--- src/rtl/ordenador_serial_pkg.sv ---
// ordenador_serial_pkg: shared constants and state encoding for the serial sorter
package ordenador_serial_pkg;

    localparam int N_LANES  = 8;
    localparam int N_PHASES = 8;

    localparam logic [2:0] LAST_IDX   = 3'(N_LANES - 1);
    localparam logic [2:0] LAST_PHASE = 3'(N_PHASES - 1);

    typedef enum logic [1:0] {
        ST_LOAD  = 2'd0,
        ST_SORT  = 2'd1,
        ST_DRAIN = 2'd2
    } state_t;

endpackage

--- src/rtl/ordenador_serial_cs_min_max.sv ---
// cs_min_max: combinational unsigned compare-swap cell, equal words pass straight through
module cs_min_max #(
    parameter int Size = 8
) (
    output logic [Size-1:0] lo_o,
    output logic [Size-1:0] hi_o,
    input  logic [Size-1:0] a_i,
    input  logic [Size-1:0] b_i
);

    logic swap;

    assign swap = a_i > b_i;
    assign lo_o = swap ? b_i : a_i;
    assign hi_o = swap ? a_i : b_i;

endmodule

--- src/rtl/ordenador_serial.sv ---
// ordenador_serial: streaming 8-word sorter, odd-even transposition with 4 shared cells
module ordenador_serial
    import ordenador_serial_pkg::*;
#(
    parameter int Size = 8
) (
    input  logic            clk,
    input  logic            rst_n,
    input  logic            in_valid,
    output logic            in_ready,
    input  logic [Size-1:0] in_data,
    output logic            out_valid,
    input  logic            out_ready,
    output logic [Size-1:0] out_data,
    output logic            out_last,
    output logic            busy
);

    state_t          state;
    logic [2:0]      cnt;
    logic [2:0]      phase;
    logic [Size-1:0] r    [N_LANES];
    logic [Size-1:0] r_sw [N_LANES];
    logic [Size-1:0] lo   [4];
    logic [Size-1:0] hi   [4];

    // Even phases pair (2k,2k+1); odd phases pair (2k+1,2k+2), cell 3 idles on odd phases
    for (genvar k = 0; k < 4; k++) begin : g_cs
        localparam int OB = (k == 3) ? 7 : 2 * k + 2;
        cs_min_max #(.Size(Size)) u_cs (
            .lo_o (lo[k]),
            .hi_o (hi[k]),
            .a_i  (phase[0] ? r[2*k+1] : r[2*k]),
            .b_i  (phase[0] ? r[OB]    : r[2*k+1])
        );
    end

    // Lane file after the current phase's compare-swaps; untouched lanes hold
    always_comb begin
        for (int i = 0; i < N_LANES; i++) r_sw[i] = r[i];
        if (!phase[0]) begin
            for (int k = 0; k < 4; k++) begin
                r_sw[2*k]   = lo[k];
                r_sw[2*k+1] = hi[k];
            end
        end else begin
            for (int k = 0; k < 3; k++) begin
                r_sw[2*k+1] = lo[k];
                r_sw[2*k+2] = hi[k];
            end
        end
    end

    // FSM, counters, lane registers and registered handshake/status flags
    always_ff @(posedge clk or negedge rst_n) begin
        if (!rst_n) begin
            state     <= ST_LOAD;
            cnt       <= '0;
            phase     <= '0;
            in_ready  <= 1'b1;
            out_valid <= 1'b0;
            busy      <= 1'b0;
            for (int i = 0; i < N_LANES; i++) r[i] <= '0;
        end else begin
            case (state)
                ST_LOAD: begin
                    if (in_valid) begin
                        r[cnt] <= in_data;
                        if (cnt == LAST_IDX) begin
                            cnt      <= '0;
                            state    <= ST_SORT;
                            in_ready <= 1'b0;
                            busy     <= 1'b1;
                        end else begin
                            cnt <= cnt + 3'd1;
                        end
                    end
                end
                ST_SORT: begin
                    for (int i = 0; i < N_LANES; i++) r[i] <= r_sw[i];
                    if (phase == LAST_PHASE) begin
                        phase     <= '0;
                        state     <= ST_DRAIN;
                        out_valid <= 1'b1;
                    end else begin
                        phase <= phase + 3'd1;
                    end
                end
                ST_DRAIN: begin
                    if (out_ready) begin
                        if (cnt == LAST_IDX) begin
                            cnt       <= '0;
                            state     <= ST_LOAD;
                            out_valid <= 1'b0;
                            busy      <= 1'b0;
                            in_ready  <= 1'b1;
                        end else begin
                            cnt <= cnt + 3'd1;
                        end
                    end
                end
                default: begin
                    state     <= ST_LOAD;
                    cnt       <= '0;
                    phase     <= '0;
                    in_ready  <= 1'b1;
                    out_valid <= 1'b0;
                    busy      <= 1'b0;
                end
            endcase
        end
    end

    assign out_data = out_valid ? r[cnt] : '0;
    assign out_last = out_valid && (cnt == LAST_IDX);

endmodule
--- config.mk ---
export PLATFORM = sky130hd
export DESIGN_NAME = ordenador_serial
export DESIGN_NICKNAME = d
export VERILOG_FILES = /design/src/rtl/ordenador_serial_pkg.sv /design/src/rtl/ordenador_serial_cs_min_max.sv /design/src/rtl/ordenador_serial.sv
export SDC_FILE = /design/constraint.sdc
export NUM_CORES = 1
export LEC_CHECK = 0
export ABC_CLOCK_PERIOD_IN_PS = 3600
export CAP_MARGIN = 20
export CORE_MARGIN = 5
export CORE_UTILIZATION = 60
export CTS_BUF_LIST = sky130_fd_sc_hd__clkbuf_16
export DETAILED_ROUTE_END_ITERATION = 12
export GPL_ROUTABILITY_DRIVEN = 0
export PLACE_DENSITY = 0.91
export SYNTH_ARGS = -nofsm -noshare
export SYNTH_HDL_FRONTEND = slang
export SYNTH_SLANG_ARGS = --single-unit
--- constraint.sdc ---
create_clock -name clk -period 3.6 [get_ports clk]
set_input_delay 0.72 -clock clk [delete_from_list [all_inputs] [get_ports clk]]
set_output_delay 0.72 -clock clk [all_outputs]
set_load 0.01 [all_outputs]
After elaboration in Yosys (flattened, before gate mapping). Cells that the tools add are included.

Register bits: 75. Output and inout bits: 12. Input bits: 12. Logic and storage cells: 97.

Magnitude comparators: 6. Reductions and logical operators: 12. Equal/unequal tests: 11. Bitwise gates (word level): 3. Muxes and demuxes: 49. Add/sub/neg operators: 2.

Operator list (number): $mux 8 (21); $pmux 64 s2 (1); $bwmux 64 (1); $mux 64 (1); $mux 48 (1); $gt 8x8->1 (4); $bmux 8 s3 (1); $demux 8 s3 (1); $mux 3 (4); $ne 2x2->1 const B (6); $mux 2 (5); $reduce_and 5->1 (2); $pmux 1 s3 (3); $pmux 3 s3 (1); $reduce_and 4->1 (2); $mux 1 (7); $add 3x1->3 const B (2); $eq 3x3->1 const B (2); $pmux 2 s3 (1); $pmux 3 s2 (1); $reduce_and 3->1 (2); $ge 4x4->1 const B (1); $lt 4x1->1 const B (1); $not 3->4 (1); other kinds (9) (11).

Depth between registers and ports, before layout.
Word-level depth: 8. Depth in mapped cells: 15. Depth with buffers taken out: 10.

Hierarchy. Synthesis repeated with hierarchy kept, for this count alone.

Cell total of the unflattened synthesis: 689. Area, all modules: 7206.9 um^2.

Modules (own cells, without submodules): ordenador_serial (area an instance 5300.1 um^2, times used 1, cells an instance 513, sequential area each 1878.1 um^2); cs_min_max (area an instance 476.7 um^2, times used 4, cells an instance 44, sequential area each 0.0 um^2).

Worst setup path after synthesis. Ideal clock, no wire load.

Path kind: register -> register. Start point: register phase[0]. End point: register r[26] (netlist name). Period minus slack after synthesis: 2.880 ns. Arrival time: 2.754 ns. Path buffers: 5. Setup slack: 0.720 ns. Cell stages (with the launch flop): 15. Required time: 3.474 ns. Cells stage by stage: dfrtp_1 buf_2 buf_4 buf_2 mux2i_1 inv_1 ha_1 nor2b_1 o211ai_1 a21o_1 a21o_1 buf_4 buf_6 a21oi_1 a221o_1.

Cells in the longest elaborated chain, start to end: 5. Elaborated cells between the ends (all ways): 10. Those cells by class: order compare: 2; mux: 8.

Ends and longest elaborated chain: start: declaration (line ordenador_serial.sv:21) `logic [2:0] phase;`; start signal: assignment (line ordenador_serial.sv:86) `phase <= phase + 3'd1;`; $mux 8, on equally long branches (line ordenador_serial.sv:33, ordenador_serial.sv:34); $gt 8x8->1 (line ordenador_serial_cs_min_max.sv:13) `assign swap = a_i > b_i;`; $mux 8, on equally long branches (line ordenador_serial_cs_min_max.sv:14, ordenador_serial_cs_min_max.sv:15); $mux 48 (*) (line ordenador_serial.sv:41) `if (!phase[0]) begin`; $pmux 64 s2 (*) (line ordenador_serial.sv:65) `case (state)`; end signal: indexed assignment (line ordenador_serial.sv:68) `r[cnt] <= in_data;`; end: declaration (line ordenador_serial.sv:22) `logic [Size-1:0] r [N_LANES];`.

Every way passes the cells marked *; elsewhere a longest branch is shown, timed or not. A chain may end at the register's enable or synchronous reset.

Worst setup path after layout.
Start point: register cnt[2]. End point: output out_data[6].

Cells in the longest elaborated chain, start to end: 5.

Ends and longest elaborated chain: start: declaration (line ordenador_serial.sv:20) `logic [2:0] cnt;`; start signal: assignment (line ordenador_serial.sv:75) `cnt <= cnt + 3'd1;`; start signal: assignment (line ordenador_serial.sv:98) `cnt <= cnt + 3'd1;`; $not 3->4 (not written as such) (line ordenador_serial.sv:114) `assign out_data = out_valid ? r[cnt] : '0;`; $bmux 8 s3 (line ordenador_serial.sv:114); $mux 8 (not written as such) (2 in series) (line ordenador_serial.sv:114); $mux 8 (line ordenador_serial.sv:114); end: declaration (line ordenador_serial.sv:14) `output logic [Size-1:0] out_data,`.

Every way passes these cells. The select of a mux whose other input is x is not followed.

==> impl_metrics.csv <==
group,metric,value,unit
clocking,ctsResizeCount,0,
logic_synthesis,ys_ff_latch,75,
logic_synthesis,synth_edf_count,0,
setup_path,cp_top_family,"compound AO/OA/AOI/OAI gates",
routing,drt_iter0_drc,873,
placed_design,portBuffers,23,
sta,max_slew_margin,16.3,%
clocking,cts_max_level,3,
logic_synthesis,yosys.area.top_type,"dfrtp_1",
floorplan,fp.dieH,114,microns
logic_synthesis,synth_top_area_share,28.3,%
sta,rsz0062_at_grt,"false",
grt,grt_max_degree,76,
grt,grt_pass1_wl,32.7,mm
sta,min_period,3640,ps
clocking,cts.path.max_buffers,2,
logic_synthesis,syn_inst,771,
setup_path,slowest_delay,660,ps
final_layout,multiInputGateArea,4250,sq um
grt,antenna_found_initial,0,
setup_path,criticalPathCategory,"reg -> out",
routing,routedWlPerCell,22.1,microns
run,maxCapViolCount,0,
clocking,clockRootBuffer,"clkbuf_16",
clocking,cts_tree,"built",
logic_synthesis,syn-num-nets,819,
setup_path,critPathMaxFanout,14,
floorplan,std_cell_rows,38,
floorplan,num_io_pins,24,
floorplan,core_area,10700,sq um
sta,setup_ws,-38.4,ps
routing,firstDrtPassIters,11,
final_layout,drive_gt1_share,11.4,%
floorplan,die_area,13100,sq um
logic_synthesis,ys_top_cells_by_area,"dfrtp_1 28%, mux2i_1 9.6%, ha_1 6.9%, nand2_1 6.1%, mux2_2 5.5%",
logic_synthesis,avgSynthCellArea,8.48,sq um
setup_path,rrSetupSlack,210,ps
routing,antenna_left,0,
logic_synthesis,synthAdderAreaFrac,6.89,%
logic_synthesis,synth_ff_type,"dfrtp_1",
logic_synthesis,yosysMostFrequentCell,"nand2_1",
final_layout,area_growth,8.94,%
sta,worst_pin_slew,1250,ps
sta,drv_slew,0,
sta,fmax,275,MHz
logic_synthesis,syn-cell-area,6540,sq um
routing,vias,6618,
routing,drc,1,
floorplan,fp.dieW,114,microns
logic_synthesis,seq_area_frac_synth,28.7,%
clocking,post_cts_buffers,0,
final_layout,final_area,7120,sq um
outcome,outcome,"complete, but fails checks",
clocking,clk_pin_slew_worst_paths,60,ps
clocking,clk_latency,350,ps
setup_path,cp_slowest_cell,"dfrtp_1",
logic_synthesis,synth.distinct_cells,62,
grt,grt_overflow,0,
routing,viasPerCell,7.19,
final_layout,n_fill_cell,838,
clocking,numCtsBuffers,9,
setup_path,cp-end-kind,"primary output",
sta,skew,7.61,ps
final_layout,antenna_cells,0,
logic_synthesis,yosys.area_share.simple,15.4,%
logic_synthesis,ys_warn_count,0,
routing,drt_wl_total,20.3,mm
floorplan,start_util,60.8,%
grt,grt_pass1_vias,6619,
sta,setup_viol,1,
final_layout,seq_area,1880,sq um
logic_synthesis,synth_top_family_by_area,"compound AO/OA/AOI/OAI gates",
placed_design,post-dp-hpwl,14.1,mm
min_path,hold_path.class,"reg -> reg",
setup_path,crit_chain,"and2_1, a22o_1, a221oi_1, a21boi_0, clkdlybuf4s50_1",
clocking,postCtsHoldBufs,0,
final_layout,layout.nets,823,
logic_synthesis,synth_compound_area_share,26.1,%
logic_synthesis,synthArstFlopShare,100,%
setup_path,arrival,2920,ps
logic_synthesis,synthMuxAreaShare,16.5,%
outcome,violations,"DRC, setup timing",
placed_design,pre_cts_ws,319,ps
sta,finalHoldViolCount,0,
logic_synthesis,synth-xor-area-share,0.134,%
sta,period_share,101,%
setup_path,crit_buf_inv,1,
placed_design,dpl_cell_area,6840,sq um
setup_path,critPathRequiredTime,2880,ps
grt,track_usage,31.5,%
clocking,cts.sinks,75,
setup_path,start_kind,"flip-flop",
logic_synthesis,yosys-top-cells-count,"107 x nand2_1, 74 x dfrtp_1, 71 x a21oi_1, 63 x mux2i_1, 57 x o21ai_0",
==> metal layers <==
| metal | global-route usage (%) | up-vias | part of all wire (%) |
|---|---|---|---|
| met5 | 0 | - | 0 |
| met4 | 19.2 | 0 | 6.1 |
| met3 | 8.77 | 145 | 12 |
| met2 | 48.6 | 544 | 45 |
| met1 | 39.0 | 3069 | 37 |
| li1 | - | 2860 | - |
==> cell families after synthesis <==
| kind of cell | count (synthesis) |
|---|---|
| xor gates and xnor gates | 1 |
| and+or+nand+nor | 220 |
| buffers and inverters | 83 |
| AOI/OAI and AO/OA | 257 |
| muxes | 99 |
| adders and majority gates | 36 |
| DFF | 75 |
==> registers in the layout, indices dropped and copies added (netlist names) <==
name	count
r	64
cnt	3
phase	3
state	2
busy	1
in_ready	1
out_valid	1
==> worst paths after layout <==
check	start	to	cells after the start
max reg2reg	phase[0]$_DFFE_PN0N_	r[17]$_DFFE_PN0P_	11
min	in_ready$_DFFE_PN1P_	in_ready$_DFFE_PN1P_	2
min reg2reg	in_ready$_DFFE_PN1P_	in_ready$_DFFE_PN1P_	2
max	cnt[2]$_DFFE_PN0P_	out_data[6]	5
max in group asynchronous	rst_n	phase[0]$_DFFE_PN0N_	1
min in group asynchronous	rst_n	r[51]$_DFFE_PN0P_	1
==> metrics by stage <==
stage	util, %	std cells	hold WS, ps	TNS, ps
6_report	66.3	920	479	-38.4
2_1_floorplan	-	771	424	0
3_3_place_gp	63.6	904	456	0
5_1_grt	66.3	920	509	0
4_1_cts	66.2	920	482	0
3_5_place_dp	63.6	904	475	0
==> layout by cell type, fill, tap and decap left out, types with 8 or more instances in the layout <==
| cell type | netlist | routed |
|---|---|---|
| dfrtp_1 | 74 | 72 |
| inv_1 | 31 | 33 |
| clkdlybuf4s50_1 | 0 | 22 |
| ha_1 | 36 | 36 |
| nor2_1 | 44 | 44 |
| a21oi_1 | 71 | 71 |
| o21ai_0 | 57 | 57 |
| mux2_2 | 32 | 32 |
| o211ai_1 | 18 | 18 |
| a31oi_1 | 18 | 18 |
| mux2i_1 | 63 | 63 |
| nor2b_1 | 12 | 12 |
| nand4_1 | 8 | 8 |
| and2_1 | 11 | 11 |
| clkbuf_16 | 0 | 9 |
| nand2_1 | 107 | 107 |
| buf_4 | 10 | 21 |
==> worst register-to-register path, delay by kind of cell, from the launching register on <==
family / cells / cell delay [ps]
adder cells (fa/ha/maj): 1 / 290
AND/OR/NAND/NOR: 2 / 430
AO/OA/AOI/OAI: 6 / 1550
flip-flops: 1 / 640
buffers and inverters: 2 / 380
==> cell type report <==
class	instances	share of cell area (%)
Inverter	31	1.63
Clock inverter	7	0.738
Multi-Input combinational cell	613	59.7
Clock buffer	9	3.16
Sequential cell	75	26.4
Timing Repair Buffer	45	5.87
Tap cell	140	2.46
Power is left out: the tool's default activity adds up to more than one toggle a clock period on the data nets, which glitch-free logic cannot reach.
